==> src/rtl/vga_plot_arbiter_if.sv <==
// Plot-port bundle between the pixel sources and the shared VGA plot arbiter.
// Latency: none; wiring only.
// Backpressure: sources hold req/data until ack; the arbiter drives ack, grant and the plot outputs.
interface vga_plot_arbiter_if #(
  parameter int NUM_REQ = 3,
  parameter int X_W     = 8,
  parameter int Y_W     = 7,
  parameter int C_W     = 3
);
  logic                     en;
  logic [NUM_REQ-1:0]       req;
  logic [NUM_REQ*X_W-1:0]   x_in;
  logic [NUM_REQ*Y_W-1:0]   y_in;
  logic [NUM_REQ*C_W-1:0]   colour_in;
  logic [NUM_REQ-1:0]       ack;
  logic [NUM_REQ-1:0]       grant;
  logic                     plot;
  logic [X_W-1:0]           x_out;
  logic [Y_W-1:0]           y_out;
  logic [C_W-1:0]           colour_out;

  // Sources and the enable side: drive requests and pixels, observe the arbiter.
  modport master (
    output en, req, x_in, y_in, colour_in,
    input  ack, grant, plot, x_out, y_out, colour_out
  );

  // Arbiter side.
  modport slave (
    input  en, req, x_in, y_in, colour_in,
    output ack, grant, plot, x_out, y_out, colour_out
  );
endinterface

==> src/rtl/vga_plot_arbiter.sv <==
// Round-robin arbiter sharing one VGA plot port between NUM_REQ pixel sources, bounded bursts.
// Latency: 1 ARB cycle per grant; a pixel reaches plot/x/y/colour 1 cycle after its ack.
// Backpressure: req/data held until ack (combinational); en=0 freezes all accepts and state.
module vga_plot_arbiter #(
  parameter int NUM_REQ   = 3,
  parameter int X_W       = 8,
  parameter int Y_W       = 7,
  parameter int C_W       = 3,
  parameter int MAX_BURST = 4
) (
  input  logic              clk,
  input  logic              rst,
  vga_plot_arbiter_if.slave bus
);

  localparam int PTR_W = (NUM_REQ > 1) ? $clog2(NUM_REQ) : 1;
  localparam int CNT_W = $clog2(MAX_BURST + 1);

  typedef enum logic {ARB, SERVE} state_t;

  state_t           state;
  logic [PTR_W-1:0] rr_ptr;
  logic [PTR_W-1:0] owner;
  logic [CNT_W-1:0] burst_cnt;
  logic [PTR_W-1:0] pick;
  logic             pick_vld;
  logic             accept;
  logic             last_beat;
  logic             release_src;
  int               idx;

  // Pointer successor modulo NUM_REQ (works for non power-of-two counts).
  function automatic logic [PTR_W-1:0] next_ptr(input logic [PTR_W-1:0] p);
    return (int'(p) >= NUM_REQ - 1) ? '0 : p + 1'b1;
  endfunction

  // Round-robin pick: first requester at or after rr_ptr, wrapping.
  always_comb begin
    pick     = '0;
    pick_vld = 1'b0;
    idx      = 0;
    for (int k = 0; k < NUM_REQ; k++) begin
      idx = int'(rr_ptr) + k;
      if (idx >= NUM_REQ) idx = idx - NUM_REQ;
      if (!pick_vld && bus.req[idx]) begin
        pick_vld = 1'b1;
        pick     = PTR_W'(idx);
      end
    end
  end

  // A pixel is taken only while serving, enabled, and never in a reset cycle (it would be lost).
  always_comb begin
    accept      = (state == SERVE) && bus.en && bus.req[owner] && !rst;
    last_beat   = accept && (burst_cnt == CNT_W'(MAX_BURST - 1));
    release_src = bus.en && !bus.req[owner];
    bus.ack     = '0;
    if (accept) bus.ack[owner] = 1'b1;
  end

  // Arbitration FSM with registered grant and plot outputs.
  always_ff @(posedge clk) begin
    if (rst) begin
      state          <= ARB;
      rr_ptr         <= '0;
      owner          <= '0;
      burst_cnt      <= '0;
      bus.grant      <= '0;
      bus.plot       <= 1'b0;
      bus.x_out      <= '0;
      bus.y_out      <= '0;
      bus.colour_out <= '0;
    end else begin
      case (state)
        ARB: begin
          bus.plot <= 1'b0;
          if (bus.en && pick_vld) begin
            owner     <= pick;
            bus.grant <= NUM_REQ'(1) << pick;
            burst_cnt <= '0;
            state     <= SERVE;
          end
        end
        SERVE: begin
          bus.plot <= accept;
          if (accept) begin
            bus.x_out      <= bus.x_in[owner*X_W +: X_W];
            bus.y_out      <= bus.y_in[owner*Y_W +: Y_W];
            bus.colour_out <= bus.colour_in[owner*C_W +: C_W];
            burst_cnt      <= burst_cnt + 1'b1;
          end
          // Burst exhausted or source let go: hand the port on to the next index.
          if (last_beat || release_src) begin
            state     <= ARB;
            bus.grant <= '0;
            rr_ptr    <= next_ptr(owner);
            burst_cnt <= '0;
          end
        end
        default: state <= ARB;
      endcase
    end
  end

endmodule

==> src/flat_wrapper.sv <==
// flat-port wrapper written by rule: the top's interface ports become plain ports
module vga_plot_arbiter_flat 
#(
  parameter int NUM_REQ   = 3,
  parameter int X_W       = 8,
  parameter int Y_W       = 7,
  parameter int C_W       = 3,
  parameter int MAX_BURST = 4
)
  (clk, rst, bus_en, bus_req, bus_x_in, bus_y_in, bus_colour_in, bus_ack, bus_grant, bus_plot, bus_x_out, bus_y_out, bus_colour_out);
  vga_plot_arbiter_if #(.NUM_REQ(NUM_REQ), .X_W(X_W), .Y_W(Y_W), .C_W(C_W)) bus_i ();
  input  logic clk;
  input  logic rst;
  input wire logic [$bits(bus_i.en)-1:0] bus_en;
  input wire logic [$bits(bus_i.req)-1:0] bus_req;
  input wire logic [$bits(bus_i.x_in)-1:0] bus_x_in;
  input wire logic [$bits(bus_i.y_in)-1:0] bus_y_in;
  input wire logic [$bits(bus_i.colour_in)-1:0] bus_colour_in;
  output wire logic [$bits(bus_i.ack)-1:0] bus_ack;
  output wire logic [$bits(bus_i.grant)-1:0] bus_grant;
  output wire logic [$bits(bus_i.plot)-1:0] bus_plot;
  output wire logic [$bits(bus_i.x_out)-1:0] bus_x_out;
  output wire logic [$bits(bus_i.y_out)-1:0] bus_y_out;
  output wire logic [$bits(bus_i.colour_out)-1:0] bus_colour_out;
  assign bus_i.en = bus_en;
  assign bus_i.req = bus_req;
  assign bus_i.x_in = bus_x_in;
  assign bus_i.y_in = bus_y_in;
  assign bus_i.colour_in = bus_colour_in;
  assign bus_ack = bus_i.ack;
  assign bus_grant = bus_i.grant;
  assign bus_plot = bus_i.plot;
  assign bus_x_out = bus_i.x_out;
  assign bus_y_out = bus_i.y_out;
  assign bus_colour_out = bus_i.colour_out;
  vga_plot_arbiter #(.NUM_REQ(NUM_REQ), .X_W(X_W), .Y_W(Y_W), .C_W(C_W), .MAX_BURST(MAX_BURST)) u_core (.clk(clk), .rst(rst), .bus(bus_i));
endmodule
==> config.mk <==
export PLATFORM = sky130hd
export DESIGN_NAME = vga_plot_arbiter_flat
export DESIGN_NICKNAME = d
export VERILOG_FILES = /design/src/rtl/vga_plot_arbiter_if.sv /design/src/rtl/vga_plot_arbiter.sv /design/src/flat_wrapper.sv
export SDC_FILE = /design/constraint.sdc
export NUM_CORES = 1
export LEC_CHECK = 0
export CAP_MARGIN = 5
export CORE_ASPECT_RATIO = 2
export CORE_MARGIN = 4
export CORE_UTILIZATION = 41
export CTS_CLUSTER_SIZE = 8
export DETAILED_ROUTE_END_ITERATION = 6
export PLACE_DENSITY_LB_ADDON = 0.25
export SKIP_LAST_GASP = 1
export SYNTH_ARGS = -nofsm -noshare
export SYNTH_HDL_FRONTEND = slang
export SYNTH_SLANG_ARGS = --single-unit
==> constraint.sdc <==
create_clock -name clk -period 2.6 [get_ports clk]
set_input_delay 0.26 -clock clk [delete_from_list [all_inputs] [get_ports clk]]
set_output_delay 0.26 -clock clk [all_outputs]
set_load 0.01 [all_outputs]
==> impl_metrics.ini, run 1 <==
[grt]
grt_overflow_total = 0
wire_length_of_the_first_global_routing_pass_mm = 8.28
grt_pass1_vias = 1855
grt_use_total = 0.204
number_of_antenna_violations_at_the_first_check_in_global_routing = 0
grt_start_max_net_pins = 33

[clocking]
cts-buffers-inserted = 5
cts.clk_slew.worst_paths_ns = 0.06
latest_clock_arrival_within_the_worst_skew_pair_ns = 0.27
postCtsSetupBuffers = 0
cts.hold.buffers_added = 0
cts_tree = yes
htree_num_levels = 2
number_of_sinks_handled_by_clock_tree_synthesis = 30
clockRootBuffer = sky130_fd_sc_hd__clkbuf_8
clk_path_buf_depth = 2
cts_resized = 0

[power]
sequentialPowerShare = 0.412
cellPowerDensity_nw_per_um2 = 427
p_int_w = 0.000864
power.switching_fraction = 0.274
pwr-share-comb = 0.282
p_leak_nw = 0.976
power_switching_w = 0.000326
ir_drop_mv = 0.411
power_frac_clock = 0.306

[worst_setup_path]
critPathMaxFanout = 6
critical-path-top-cell-by-count = sky130_fd_sc_hd__clkdlybuf4s50_1
worst_r2r_endpoint = u_core.bus.grant[2]
timing.critical_path.depth = 6
critical_setup_path_kind = primary input to output port
critical-path-top-delay-family = buffers and inverters
worst-r2r-cell-count = 7
timing.critical_path.required_ns = 2.34
critical_path.endpoint = bus_ack[1]
worstPathBufferInverterCount = 2
arrival_ns = 2.15
type_of_element_capturing_the_critical_path = output port
timing.critical_path.from_type = primary input
slowest_stage = sky130_fd_sc_hd__clkdlybuf4s50_1
critical-path-max-stage-delay_ns = 0.58
ff2ff_setup_slack_ns = 0.38
setup.worst_path.start = bus_req[0]
critical_path.reg2reg.startpoint = u_core.rr_ptr[0]
worstPathCellList = clkdlybuf4s50_1 > mux2i_1 > o21a_1 > nor3_4 > and2_1 > clkdlybuf4s50_1

[timing]
tightestPinTransition_ns = 0.422
hold_viol_final = 0
period_needed_ns = 2.41
finalClockSkew_ns = 0.00388
slew_viol_final = 0
finalWorstSetupSlack_ns = 0.194
report.final.setup_viol = 0
slew-limit-headroom = 0.719
max_clock_freq_mhz = 416
setup_total_neg_slack_ns = 0
post-route-period-util = 0.925
rsz0062_at_grt = false

[final_layout]
area_growth_pct = 54.5
final_cell_count_no_fill = 357
final_cell_mix = sky130_fd_sc_hd__clkdlybuf4s50_1, sky130_fd_sc_hd__nor2_1, sky130_fd_sc_hd__dfxtp_1, sky130_fd_sc_hd__a21oi_1, sky130_fd_sc_hd__mux2i_1
antenna-diode-count = 0
layout_commonest_cell = sky130_fd_sc_hd__clkdlybuf4s50_1
nNetsFinal = 372
drive_above_1_share = 0.0656
postLayoutCellArea_sq_um = 2790

[placed_design]
pre_cts_ws_ns = 0.203
routabilityCongestion = 0.835
dpl-instance-area_sq_um = 2710
port_buffers = 84
place.detailed.instances = 351
place.detailed.hpwl_mm = 4.22

[yosys]
yosysWarningCount = 0
yosysSeqAreaShare = 0.333
syn-num-nets = 288
syn_area_sq_um = 1810
synthCells = 222
number_of_enable_type_register_cells_in_the_synthesized_netlist = 0
synthesis.area_per_instance_sq_um = 8.13
synth-seq-cells = 30
synth-main-ff-cell = sky130_fd_sc_hd__dfxtp_1
synth.distinct_cells = 39
async_flop_share = 0

[floorplan]
placementRows = 33
ports = 85
start_util = 0.433
floorplan.die.width_microns = 54.9
floorplan.core_area_sq_um = 4170
chipHeight_microns = 102
dieArea_sq_um = 5590

[route]
number_of_iterations_in_the_first_detailed_routing_pass = 4
route.detailed.drc = 0
detailroute.via_count = 1889
number_of_vias_per_cell_after_detailed_routing = 5.29
detail-route-antenna-nets = 0
avgRoutedWirePerCell_microns = 14.6
drt_wl_total_mm = 5.21
initialDrtViolationCount = 23

[run_status]
result_of_the_run = finished clean

[min_path]
min_path_type = register to register

[job]
drv.max_cap_violation_count = 0
-- sequential cells by signal (all words and copies together), names as in the netlist --
register / cells
u_core.state: 1
u_core.bus.colour_out: 3
u_core.bus.plot: 1
u_core.burst_cnt: 3
u_core.bus.y_out: 7
u_core.owner: 2
u_core.bus.x_out: 8
u_core.bus.grant: 3
u_core.rr_ptr: 2
-- power by group through the flow --
stage | sequential (W) | clock (W) | combinational [W]
final | 0.000490 | 0.000364 | 0.000336
after global routing | 0.000492 | 0.000395 | 0.000370
after CTS | 0.000490 | 0.000376 | 0.000339
after detailed placement | 0.000500 | 0 | 0.000338
after global placement | 0.000499 | 0 | 0.000334
after floorplan | 0.000503 | 0 | 0.000175
-- cell usage after synthesis, types with 2 or more instances --
cell type                  number  area share
sky130_fd_sc_hd__ha_1           6       0.042
sky130_fd_sc_hd__mux2i_1       22        0.12
sky130_fd_sc_hd__or2_2          2      0.0069
sky130_fd_sc_hd__nand2_1        8       0.017
sky130_fd_sc_hd__inv_1          9       0.019
sky130_fd_sc_hd__a211oi_1      18       0.075
sky130_fd_sc_hd__nand2b_1       6       0.021
sky130_fd_sc_hd__and2_1         3       0.010
sky130_fd_sc_hd__dfxtp_1       30        0.33
sky130_fd_sc_hd__nor2b_1        3       0.010
sky130_fd_sc_hd__a221oi_1       2      0.0097
sky130_fd_sc_hd__o21ai_0        3      0.0083
sky130_fd_sc_hd__a21oi_1       25       0.069
sky130_fd_sc_hd__nor2_1        43       0.089
sky130_fd_sc_hd__o21a_1         4       0.017
sky130_fd_sc_hd__o22ai_1        2      0.0069
sky130_fd_sc_hd__clkbuf_1       7       0.015
sky130_fd_sc_hd__o32ai_1        3       0.015
sky130_fd_sc_hd__buf_2          6       0.017
-- kinds of logic (layout without fill, tap and decap cells) --
family,count (synthesis),count (layout),share of synthesized area
AO/OA/AOI/OAI,65,65,0.239
flip-flops,30,30,0.333
multiplexers,23,23,0.128
AND/OR/NAND/NOR,76,76,0.209
adder cells (fa/ha/maj),6,6,0.0416
buffers and inverters,22,105,0.0499
-- metrics by stage --
stage	total power, W	hold slack [ns]	utilization
floorplan	0.000678	0.441	-
global placement	0.000834	0.468	0.649
detailed placement	0.000838	0.471	0.649
CTS	0.00120	0.490	0.669
global route	0.00126	0.514	0.669
finish	0.00119	0.482	0.669
-- worst register-to-register path: stages (launching register included) --
cell	delay (ns)
sky130_fd_sc_hd__dfxtp_1	0.37
sky130_fd_sc_hd__inv_1	0.08
sky130_fd_sc_hd__ha_1	0.39
sky130_fd_sc_hd__or2b_1	0.26
sky130_fd_sc_hd__a21bo_2	0.20
sky130_fd_sc_hd__nand4_4	0.13
sky130_fd_sc_hd__o21ai_1	0.32
sky130_fd_sc_hd__mux2_2	0.37
-- layout make-up --
cell class / instances / area, sq um
Fill cell: 346 / 1380
Multi-Input combinational cell: 170 / 1120
Inverter: 9 / 33.8
Tap cell: 52 / 65.1
Clock buffer: 6 / 82.6
Sequential cell: 30 / 601
Timing Repair Buffer: 90 / 886
-- how the worst min path moves through the flow --
stage / from / to / slack, ns / depth (start not counted)
after floorplan: rst / u_core.burst_cnt[0] / 0.44 / 2
after global placement: u_core.burst_cnt[1] / u_core.burst_cnt[1] / 0.47 / 2
after detailed placement: u_core.burst_cnt[1] / u_core.burst_cnt[1] / 0.47 / 2
after CTS: u_core.bus.grant[1] / u_core.bus.grant[1] / 0.49 / 2
after global routing: u_core.bus.x_out[5] / u_core.bus.x_out[5] / 0.51 / 2
final: u_core.bus.grant[1] / u_core.bus.grant[1] / 0.48 / 2
-- routing by layer --
metal | global-route usage | wire [microns] | vias to the layer above
met5 | 0 | 0 | -
met4 | 0.0730 | 82 | 0
li1 | - | - | 962
met1 | 0.157 | 1620 | 863
met3 | 0.0453 | 286 | 7
met2 | 0.432 | 3220 | 57
No activity file was read; power rests on OpenSTA's default activity.
==> run 2: changes to the inputs <==
--- a/config.mk
+++ b/config.mk
@@ -12,7 +12,9 @@
 export CTS_CLUSTER_SIZE = 8
 export DETAILED_ROUTE_END_ITERATION = 6
 export PLACE_DENSITY_LB_ADDON = 0.25
+export SETUP_SLACK_MARGIN = 0.3
 export SKIP_LAST_GASP = 1
+export SLEW_MARGIN = 20
 export SYNTH_ARGS = -nofsm -noshare
 export SYNTH_HDL_FRONTEND = slang
 export SYNTH_SLANG_ARGS = --single-unit
==> run 2 against run 1 <==
  * Total power fell by 0.14%
  * Sequential share of layout area fell by 0.077 points
  * Via count rose by 0.48%
  * Final cell count rose by 0.28%
  * Register-to-register slack improved by 0.07 ns
  * Critical path depth fell by 1
  * Combinational power barely moved
  * Hold slack got worse by 0.0021 ns
  * Core utilization rose by 0.24 points
  * Cell area rose by 0.36%
  * Clock skew fell by 0.00077 ns
  * Critical path type unchanged
  * Critical endpoint unchanged
  * Highest routed layer unchanged
==> impl_metrics.ini, run 2 (synthesis results as in run 1) <==
[placed_design]
dpl-instance-area_sq_um = 2710
port_buffers = 84
routabilityCongestion = 0.835
place.detailed.instances = 351
place.detailed.hpwl_mm = 4.22

[final_layout]
biggestRegsByFlops = u_core.bus.x_out: 8 flops, u_core.bus.y_out: 7 flops
area_growth_pct = 55.0
fin_util = 0.671
final_cell_mix = sky130_fd_sc_hd__clkdlybuf4s50_1, sky130_fd_sc_hd__nor2_1, sky130_fd_sc_hd__dfxtp_1, sky130_fd_sc_hd__a21oi_1, sky130_fd_sc_hd__mux2i_1
drive_above_1_share = 0.0719
postLayoutCellArea_sq_um = 2800
layout_commonest_cell = sky130_fd_sc_hd__clkdlybuf4s50_1
final_cell_count_no_fill = 358
largest_reg_flops = 8
nNetsFinal = 373
antenna-diode-count = 0
largest_register = u_core.bus.x_out
nFillCells = 344

[timing]
post-route-period-util = 0.835
max_clock_freq_mhz = 460
slew_viol_final = 0
rsz0062_at_grt = false
tightestPinTransition_ns = 0.428
finalHoldWorstSlack_ns = 0.480
setup_total_neg_slack_ns = 0
hold_viol_final = 0
report.final.setup_viol = 0
finalClockSkew_ns = 0.00311
slew-limit-headroom = 0.715
period_needed_ns = 2.17

[floorplan]
start_util = 0.433
chipHeight_microns = 102
floorplan.die.width_microns = 54.9
placementRows = 33
ports = 85
dieArea_sq_um = 5590
floorplan.core_area_sq_um = 4170

[clocking]
clk_path_buf_depth = 2
cts.hold.buffers_added = 0
cts.clk_slew.worst_paths_ns = 0.06
cts-buffers-inserted = 5
latest_clock_arrival_within_the_worst_skew_pair_ns = 0.27
htree_num_levels = 2
clockRootBuffer = sky130_fd_sc_hd__clkbuf_8
number_of_sinks_handled_by_clock_tree_synthesis = 30
cts_tree = yes

[worst_setup_path]
timing.critical_path.required_ns = 2.34
critPathMaxFanout = 5
critical-path-max-stage-delay_ns = 0.56
type_of_element_capturing_the_critical_path = output port
arrival_ns = 1.91
worstPathCellList = clkdlybuf4s50_1 > nand2_1 > nor3_4 > and2_1 > clkdlybuf4s50_1
critical_setup_path_kind = primary input to output port
slowest_stage = sky130_fd_sc_hd__clkdlybuf4s50_1
critical-path-top-cell-by-count = sky130_fd_sc_hd__clkdlybuf4s50_1
timing.critical_path.from_type = primary input

[route]
drt_wl_total_mm = 5.21
avgRoutedWirePerCell_microns = 14.5
detail-route-antenna-nets = 0
route.detailed.drc = 0
detailroute.via_count = 1898
number_of_iterations_in_the_first_detailed_routing_pass = 4
initialDrtViolationCount = 25
number_of_vias_per_cell_after_detailed_routing = 5.30

[grt]
number_of_antenna_violations_at_the_first_check_in_global_routing = 0
grt_pass1_vias = 1859
grt_start_max_net_pins = 33
grt_use_total = 0.204
wire_length_of_the_first_global_routing_pass_mm = 8.28
grt_overflow_total = 0

[power]
ir_drop_mv = 0.411
cellPowerDensity_nw_per_um2 = 425
p_leak_nw = 0.993

[min_path]
min_path_type = register to register

[job]
drv.max_cap_violation_count = 0

[run_status]
result_of_the_run = finished clean
==> run 2: changes by cell type in the layout (fill, tap and decap cells not counted) <==
cell,change
sky130_fd_sc_hd__buf_4,+1
sky130_fd_sc_hd__ha_1,-1
sky130_fd_sc_hd__ha_2,+1
sky130_fd_sc_hd__dlymetal6s2s_1,+1
sky130_fd_sc_hd__dlygate4sd2_1,+2
sky130_fd_sc_hd__clkdlybuf4s50_1,-3
==> run 2: what timing repair did <==
action / CTS / global route
gates cloned: 0 / 0
setup buffers: 1 / 0
pin swaps: 1 / 0
gates resized for setup: 2 / 2
setup endpoints to repair: 3 / 5
hold endpoints to repair: 0 / 0
==> run 2: per-layer routing <==
metal | global-route usage | routed length (microns) | vias up
met1 | 0.157 | 1600 | 865
met5 | 0 | 0 | -
met2 | 0.432 | 3220 | 57
met3 | 0.0453 | 299 | 7
met4 | 0.0730 | 82 | 0
li1 | - | - | 969
==> run 2: critical path, delay by kind of cell <==
kind / cells / cell delay (ns)
buf+inv: 2 / 1.09
simple gates: 3 / 0.57
==> run 2: power by group <==
| group | total, W | internal (W) | switching, W |
|---|---|---|---|
| clock | 0.000363 | 0.000204 | 0.000160 |
| sequential | 0.000490 | 0.000478 | 0.0000121 |
| combinational | 0.000336 | 0.000182 | 0.000154 |
==> run 2: worst paths after layout <==
kind | depth (start not counted) | to | startpoint | slack, ns
worst max-delay path | 5 | bus_ack[1] | bus_en | 0.43
worst min-delay path | 2 | u_core.bus.grant[1] | u_core.bus.grant[1] | 0.48
worst max register to register | 7 | u_core.bus.grant[2] | u_core.rr_ptr[0] | 0.45
worst min register to register | 2 | u_core.bus.grant[1] | u_core.bus.grant[1] | 0.48
==> run 2: cell type report <==
cell class / instances / area (sq um) / area share
Clock buffer: 6 / 82.6 / 0.0295
Tap cell: 52 / 65.1 / 0.0232
Timing Repair Buffer: 91 / 893 / 0.319
Inverter: 9 / 33.8 / 0.0121
Sequential cell: 30 / 601 / 0.215
Multi-Input combinational cell: 170 / 1120 / 0.401
==> run 2: metrics by stage <==
step	power [W]	setup slack, ns
final	0.00119	0.428
after global routing	0.00126	0.313
after CTS	0.00120	0.325
after detailed placement	0.000838	0.203
after global placement	0.000834	0.227
after floorplan	0.000678	0.648
